**config.mk**
```make
export PLATFORM = sky130hd
export DESIGN_NAME = button_to_dist
export DESIGN_NICKNAME = d
export VERILOG_FILES = /design/src/rtl/button_to_dist.sv
export SDC_FILE = /design/constraint.sdc
export NUM_CORES = 1
export LEC_CHECK = 0
export CAP_MARGIN = 20
export CORE_MARGIN = 10
export CORE_UTILIZATION = 55
export DETAILED_ROUTE_END_ITERATION = 12
export GPL_TIMING_DRIVEN = 0
export MAX_ROUTING_LAYER = met4
export PLACE_DENSITY = 0.76
export SETUP_SLACK_MARGIN = 0.02
export SKIP_CTS_REPAIR_TIMING = 1
export SLEW_MARGIN = 20
export SYNTH_ARGS = -nofsm -noshare
export SYNTH_HDL_FRONTEND = slang
export SYNTH_SLANG_ARGS = --single-unit
export TNS_END_PERCENT = 20
```
**constraint.sdc**
```tcl
create_clock -name clk -period 2.3 [get_ports clk]
set_clock_uncertainty 0.15 [all_clocks]
set_input_delay 0.46 -clock clk [delete_from_list [all_inputs] [get_ports clk]]
set_output_delay 0.46 -clock clk [all_outputs]
set_load 0.05 [all_outputs]
```
**src/rtl/button_to_dist.sv**
```systemverilog
// button_to_dist
// Converts the debounced jump button level into a jump distance for the
// game FSM. Holding the button charges a saturating 8-bit count at one unit
// per TICK_DIV clocks. On release the count is presented on jump_dist for
// HOLD_CYCLES clocks, with a one-cycle end_of_jump strobe on the first of
// those cycles, so that the slower render-clock FSM can sample it safely.
//
// state      | meaning
// -----------+------------------------------------------------------------
// S_IDLE     | no jump pending, jump_dist = 0, waiting for a press
// S_CHARGE   | button held, prescaler running, count growing to MAX_DIST
// S_HOLD     | jump_dist = captured count for HOLD_CYCLES clocks
// S_WAIT_REL | hold window over but button still down; wait for release

module button_to_dist #(
  parameter int TICK_DIV    = 1000000,
  parameter int HOLD_CYCLES = 2000000,
  parameter int MAX_DIST    = 255
) (
  input  logic       clk,
  input  logic       rst_n,
  input  logic       jump_btn,
  output logic [7:0] jump_dist,
  output logic       end_of_jump
);

  // Prescaler must hold TICK_DIV-1; keep at least one bit when TICK_DIV = 1.
  localparam int PW = (TICK_DIV > 1) ? $clog2(TICK_DIV) : 1;
  // Hold counter must hold HOLD_CYCLES.
  localparam int HW = (HOLD_CYCLES > 1) ? $clog2(HOLD_CYCLES + 1) : 1;

  localparam logic [PW-1:0] PRE_LAST  = PW'(TICK_DIV - 1);
  localparam logic [HW-1:0] HOLD_LAST = HW'(HOLD_CYCLES - 1);
  localparam logic [7:0]    MAX_D     = MAX_DIST[7:0];

  typedef enum logic [1:0] {
    S_IDLE     = 2'd0,
    S_CHARGE   = 2'd1,
    S_HOLD     = 2'd2,
    S_WAIT_REL = 2'd3
  } state_t;

  state_t        r_state;
  logic [PW-1:0] r_presc;
  logic [HW-1:0] r_hold;
  logic [7:0]    r_count;
  logic [7:0]    r_dist;
  logic          r_eoj;

  // Sequencing FSM with all counters and outputs registered.
  always_ff @(posedge clk or negedge rst_n) begin
    if (!rst_n) begin
      r_state <= S_IDLE;
      r_presc <= '0;
      r_hold  <= '0;
      r_count <= '0;
      r_dist  <= '0;
      r_eoj   <= 1'b0;
    end else begin
      // The strobe is only ever raised for the single cycle entering S_HOLD.
      r_eoj <= 1'b0;
      case (r_state)
        S_IDLE: begin
          r_dist <= '0;
          if (jump_btn) begin
            r_state <= S_CHARGE;
            r_count <= '0;
            r_presc <= '0;
          end
        end

        S_CHARGE: begin
          if (jump_btn) begin
            if (r_presc == PRE_LAST) begin
              r_presc <= '0;
              // Saturate rather than wrap so a long press never looks short.
              if (r_count < MAX_D) begin
                r_count <= r_count + 8'd1;
              end
            end else begin
              r_presc <= r_presc + 1'b1;
            end
          end else if (r_count != 8'd0) begin
            r_dist  <= r_count;
            r_eoj   <= 1'b1;
            r_hold  <= '0;
            r_state <= S_HOLD;
          end else begin
            // Tap too short to earn a unit: no jump, no strobe.
            r_state <= S_IDLE;
          end
        end

        S_HOLD: begin
          // Presses here are ignored; a fresh charge needs a new 0->1 edge.
          if (r_hold == HOLD_LAST) begin
            r_dist  <= '0;
            r_hold  <= '0;
            r_state <= jump_btn ? S_WAIT_REL : S_IDLE;
          end else begin
            r_hold <= r_hold + 1'b1;
          end
        end

        S_WAIT_REL: begin
          r_dist <= '0;
          if (!jump_btn) begin
            r_state <= S_IDLE;
          end
        end

        default: begin
          r_state <= S_IDLE;
          r_dist  <= '0;
        end
      endcase
    end
  end

  assign jump_dist   = r_dist;
  assign end_of_jump = r_eoj;

endmodule

```
==> impl_metrics.py <==
metrics = {
    "sta": {
        "hold_ws_ns": 0.381,
        "fin_ws_ns": -0.167,
        "rsz0062_at_grt": "true",
        "tns_ns": -1.28,
        "clock.fmax_mhz": 405,
        "period_share": 1.07,
        "layout_min_cycle_time_ns": 2.47,
        "final-setup-viol-count": 14,
        "hold_viol_final": 0,
        "finalMaxSlewViolations": 0,
        "slew_headroom": 0.561,
        "worst_pin_slew_ns": 0.655,
    },
    "detailed_routing": {
        "drt-vias-per-instance": 6.30,
        "wirelength_um": 8320,
        "initialDrtViolationCount": 166,
        "vias": 3142,
        "drtPass1Iterations": 4,
        "wl_per_cell_um": 16.7,
        "ant_nets": 0,
        "drc": 0,
    },
    "critical_path": {
        "rrSetupSlack_ns": -0.17,
        "cp-end-kind": "flip-flop",
        "setup.worst_path.class": "flip-flop to flip-flop",
        "max_stage_delay_ns": 0.61,
        "cp_data_required_time_ns": 2.38,
        "start_kind": "flip-flop",
        "reg2reg_from": "r_presc[11]$_DFFE_PN0P_",
        "path_cells": "or4b_4 -> or4_4 -> or4b_1 -> nor3b_2",
        "cp.buffers_inverters": 0,
        "cpLargestDelayFamily": "simple AND/OR/NAND/NOR gates",
        "r2r_end": "r_count[5]$_DFFE_PN0P_",
        "cp_slowest_cell": "or4_4",
        "cp_max_fo": 7,
        "rr_worst_depth": 4,
        "arrival_ns": 2.54,
    },
    "floorplan": {
        "die_w_um": 98.8,
        "coreArea_sq_um": 5960,
        "ioPinCount": 12,
        "fp-row-count": 28,
        "die_area_sq_um": 9760,
        "start_util": 0.573,
        "die_y_um": 98.8,
    },
    "clock_tree": {
        "clock_path_buffers": 2,
        "cts_tree": "built",
        "path_clk_slew_ns": 0.07,
        "cts_sinks": 60,
        "numCtsBuffers": 9,
        "worstSkewPairLatency_ns": 0.35,
        "htreeDepth": 3,
        "cts_root_buf": "clkbuf_8",
    },
    "flow_run": {
        "cap_violations": 0,
    },
    "min_path": {
        "hp-class": "flip-flop to flip-flop",
        "hold_depth": 1,
        "min_to": "r_count[0]$_DFFE_PN0P_",
        "min-delay-start": "r_count[0]$_DFFE_PN0P_",
    },
    "logic_synthesis": {
        "yosys-top-cells-area": "dfrtp_1, o21ai_0, nand3_1, nand2_1, a32oi_1",
        "synth_top_area_share": 0.440,
        "async_flop_share": 1.00,
        "post-synth-top-area-cell": "dfrtp_1",
        "syn_inst": 386,
        "ys_seq_area_frac": 0.440,
        "synth_edf_count": 0,
        "ys_types": 46,
        "syn_area_per_cell_sq_um": 8.84,
        "syn_area_sq_um": 3410,
        "yosys_register_bits": 60,
        "syn_nets": 393,
        "yosysWarningCount": 0,
        "ys.flop_type": "dfrtp_1",
    },
    "global_routing": {
        "grt_pass1_wl_um": 13800,
        "first_global_vias": 2845,
        "antenna_found_initial": 0,
        "grt_use_total": 0.174,
        "grt_start_max_net_pins": 33,
        "grt-ovfl-total": 0,
    },
    "layout": {
        "multi_input_area_sq_um": 1850,
        "post-route-util": 0.671,
        "antenna_cells": 0,
        "regArea_sq_um": 1510,
        "drive_gt1_frac": 0.146,
        "nets": 426,
        "fill_cells": 490,
        "final_cells": 499,
        "areaGrowthSynthToFinish_pct": 17.0,
    },
    "place": {
        "port_buffers": 10,
        "placed_cells": 472,
        "gp_congestion": 0.856,
        "hpwl_um": 5550,
    },
    "outcome": {
        "status": "finished with violations",
        "violations": "setup timing",
    },
    "pwr": {
        "p_int_mw": 1.87,
        "p_comb_frac": 0.221,
        "p_clk_frac": 0.298,
        "power_mw": 2.84,
        "peakVddDrop_v": 0.000556,
        "p_leak_nw": 1.53,
        "p_per_area_nw_per_um2": 712,
        "switching_share": 0.344,
        "switching_power_mw": 0.977,
        "p_seq_frac": 0.482,
    },
}
Yosys cell counts (10+ instances only):
cell type  instances
a21oi_1           16
a32oi_1           10
clkbuf_1          20
dfrtp_1           60
inv_1             16
nand2_1           35
nand3_1           28
nand4_1           12
nor2_1            23
o211ai_1          11
o21ai_0           29
or3_1             10
or4_1             10
flip-flops by register name, indices dropped and copies added (netlist names):
register     flops
jump_dist        8
end_of_jump      1
r_hold          21
r_state          2
r_count          8
r_presc         20
layout make-up:
cell class,instances,area share
Tap cell,75,0.0235
Clock buffer,11,0.0354
Sequential cell,60,0.378
Inverter,16,0.0150
Buffer,18,0.0207
Clock inverter,5,0.00689
Multi-Input combinational cell,288,0.463
Timing Repair Buffer,26,0.0583
power by group through the flow:
stage | Clock, mW | Combinational, mW | Sequential, mW
final | 0.847 | 0.627 | 1.37
after global routing | 0.906 | 0.700 | 1.39
after CTS | 0.853 | 0.566 | 1.35
after detailed placement | 0 | 0.565 | 1.37
after global placement | 0 | 0.546 | 1.36
after floorplan | 0 | 0.400 | 1.34
how the worst max path moves through the flow:
stage                                  end  slack, ns                    start  depth (start not counted)
global placement    r_presc[0]$_DFFE_PN0P_      -1.35                    rst_n                          1
finish              r_count[5]$_DFFE_PN0P_      -0.17  r_presc[11]$_DFFE_PN0P_                          4
detailed placement  r_hold[12]$_DFFE_PN0P_      -0.55   r_state[1]$_DFFE_PN0P_                          6
floorplan           r_count[5]$_DFFE_PN0P_      -0.16   r_presc[8]$_DFFE_PN0P_                          5
CTS                 r_hold[12]$_DFFE_PN0P_      -0.55   r_state[1]$_DFFE_PN0P_                          6
global route        r_count[5]$_DFFE_PN0P_      -0.23  r_presc[11]$_DFFE_PN0P_                          4
stage by stage:
step,area (sq um),setup WS (ns)
finish,4000,-0.167
global route,4000,-0.228
CTS,3820,-0.546
detailed placement,3650,-0.547
global placement,3630,-1.35
floorplan,3440,-0.161
logic make-up (layout without fill, tap and decap cells):
kind of cell / count (synthesis) / in the layout / share of synthesized area
AO/OA/AOI/OAI: 95 / 95 / 0.180
flip-flops: 60 / 60 / 0.440
adder cells (fa/ha/maj): 4 / 4 / 0.0147
AND/OR/NAND/NOR: 173 / 173 / 0.280
XOR/XNOR: 11 / 11 / 0.0282
buffers and inverters: 38 / 76 / 0.0425
multiplexers: 5 / 5 / 0.0147
routing by layer:
| metal | up-vias | part of all wire | global-route usage | wire (um) |
|---|---|---|---|---|
| met5 | - | 0 | - | 0 |
| met4 | 0 | 0.020 | 0.0827 | 170 |
| met3 | 17 | 0.058 | 0.0426 | 485 |
| met2 | 104 | 0.47 | 0.256 | 3910 |
| met1 | 1509 | 0.45 | 0.219 | 3750 |
| li1 | 1512 | - | - | - |
layout by cell type (no fill, tap or decap), types with 11 or more instances in the layout:
| cell | count |
|---|---|
| inv_1 | 16 |
| dfrtp_1 | 54 |
| buf_4 | 16 |
| clkbuf_1 | 14 |
| nor2_1 | 23 |
| o211ai_1 | 11 |
| nand2_1 | 35 |
| nand3_1 | 27 |
| a21oi_1 | 16 |
| o21ai_0 | 27 |
| nand4_1 | 12 |
(Power assumes the default switching activity.)
==> RTL change, RTL diff (config.mk and constraints unchanged) <==
The 4 states of `state_t` get a one-hot encoding in 4 bits.
--- a/src/rtl/button_to_dist.sv
+++ b/src/rtl/button_to_dist.sv
@@ -33,11 +33,11 @@
   localparam logic [HW-1:0] HOLD_LAST = HW'(HOLD_CYCLES - 1);
   localparam logic [7:0]    MAX_D     = MAX_DIST[7:0];
 
-  typedef enum logic [1:0] {
-    S_IDLE     = 2'd0,
-    S_CHARGE   = 2'd1,
-    S_HOLD     = 2'd2,
-    S_WAIT_REL = 2'd3
+  typedef enum logic [3:0] {
+    S_IDLE     = 4'b0001,
+    S_CHARGE   = 4'b0010,
+    S_HOLD     = 4'b0100,
+    S_WAIT_REL = 4'b1000
   } state_t;
 
   state_t        r_state;
Function: same outputs for any inputs over 10 cycles, from zero or initial values and one cycle with rst_n low; not proved beyond that.
==> RTL change against the original RTL <==
- the flow still finishes with violations (setup timing)
- routed wire length rose by 6.1%
- sequential cell count rose by 2
- largest cell class unchanged
- synthesized cell count fell by 2.8%
- worst setup slack got worse by 0.051 ns
- highest routed layer unchanged
- design area rose by 6.1%
- synthesized area rose by 0.22%
Power is not compared: it rests on default switching activity, and its combinational part moved more than twofold at a synthesized area within 25%.
==> RTL change: results (changes against the original RTL) <==
metric;value;unit;change
Post-Route WL;8.83;mm;+6.1%
largest net degree at the start of global routing;52;;+58%
Via-to-Cell Ratio;6.49;;+3.0%
Final TNS setup;-1.81;ns;-0.535 ns
placed cells;461;;-2.3%
multiplexer area fraction after synthesis;2.82;%;+1.4 points
sequential fraction of the synthesis area;45.4;%;+1.4 points
CP peak stage delay;0.52;ns;-0.09 ns
Setup Slack @ Placement;-0.601;ns;-0.0543 ns
Max clock buf depth;2;;unchanged
critical path arrival;2.64;ns;+0.10 ns
first-pass iteration count of the detailed router;5;;+1
global-route wire length before repair;13.5;mm;-2.2%
status;finished, violations left;;
maximum vdd drop;447;uV;
syn nets;382;;-2.8%
global-route usage over all layers;16.9;%;-0.49 points
distinct cell type count after synthesis;62;;+35%
Leak;1.73;nW;
setup ws final;-0.218;ns;-0.0506 ns
antenna violations before repair;0;;unchanged
worst min path class;in2async;;
GPL Wtd Cong;0.943;;+10%
Slew @ Worst Pin;0.515;ns;-0.139 ns
main area contributors after synthesis;dfrtp_1 45%, nand3_1 4.8%, nand2_1 4.0%;;
Clk pin slew, worst setup/hold paths;0.07;ns;about the same
post-synthesis compound-gate area fraction;17.8;%;-0.22 points
initial drt markers;198;;+19%
failing checks;setup timing;;
fill count;418;;-15%
layout cells sized above 1;21.5;%;+6.9 points
XOR/XNOR Fraction of Synth Area;2.56;%;-0.26 points
final count of negative-setup-slack endpoints;23;;+9
Int Pwr;1.74;mW;
Post-synth top cells;61 x dfrtp_1, 36 x nand2_1, 33 x nand3_1;;
WL/cell;17.9;um;+7.2%
Max FO, Critical Path;5;;-2
slowest CP cell;or4_4;;
number of global-route vias before repair;2897;;+1.8%
Placed Area;3660;um2;+0.27%
Post-Synth Adder-Cell Area;1.46;%;-0.0032 points
NumNets Final;421;;-1.2%
share of the synthesized area in the top cell type;44.6;%;+0.63 points
hpwl dp;5.57;mm;+0.28%
multi-input logic area;1910;um2;+3.6%
Cells after Synth;375;;-2.8%
## RTL change: changes by cell type after synthesis, sizes merged, moves of 7 or more
cell,before,now
a32oi,10,1
a31oi,5,18
o211ai,11,1
inv,16,9
o21ai,32,21
## RTL change: worst register-to-register path, stage by stage (launching register included)
cell and delay [ns]:
dfrtp_1 0.42, or4_4 0.52, or3_4 0.36, or2_2 0.31
buf_8 0.14, a2111oi_2 0.37, a2bb2oi_1 0.18
## RTL change: per-layer routing
metal	vias to the layer above	share of wire [%]	global-route usage, %	wire, um
met5	-	0	-	0
met3	27	5.4	4.33	475
met4	0	2.6	8.27	233
met1	1563	43	20.1	3770
met2	116	49	26.0	4350
li1	1498	-	-	-
## RTL change: area by class of cell
| class | instances | area share (%) |
|---|---|---|
| repair buffers | 34 | 7.38 |
| clock inverters | 4 | 1.65 |
| clock buffers | 12 | 3.42 |
| multi-input cells | 285 | 45.2 |
| inverters | 10 | 0.974 |
| plain buffers | 12 | 2.39 |
| flip-flops and latches | 62 | 36.8 |
| well taps | 75 | 2.21 |
## RTL change: kinds of logic (layout without fill, tap and decap cells)
kind of cell | count (synthesis) | after routing
buf+inv | 28 | 72
xor+xnor | 10 | 10
mux | 9 | 9
flops | 62 | 62
simple gates | 172 | 172
compound gates | 90 | 90
fa+ha+maj | 4 | 4
## RTL change: path summary, 6_finish.rpt
check                              to       start  depth (start not counted)  slack, ns
max in group asynchronous  r_state[0]       rst_n                          3       1.11
max                        r_count[7]  r_presc[8]                          6      -0.22
min in group clk           r_hold[20]  r_hold[20]                          1       0.35
min                         r_hold[6]       rst_n                          2       0.34
min reg2reg                r_hold[20]  r_hold[20]                          1       0.35
max reg2reg                r_count[7]  r_presc[8]                          6      -0.22
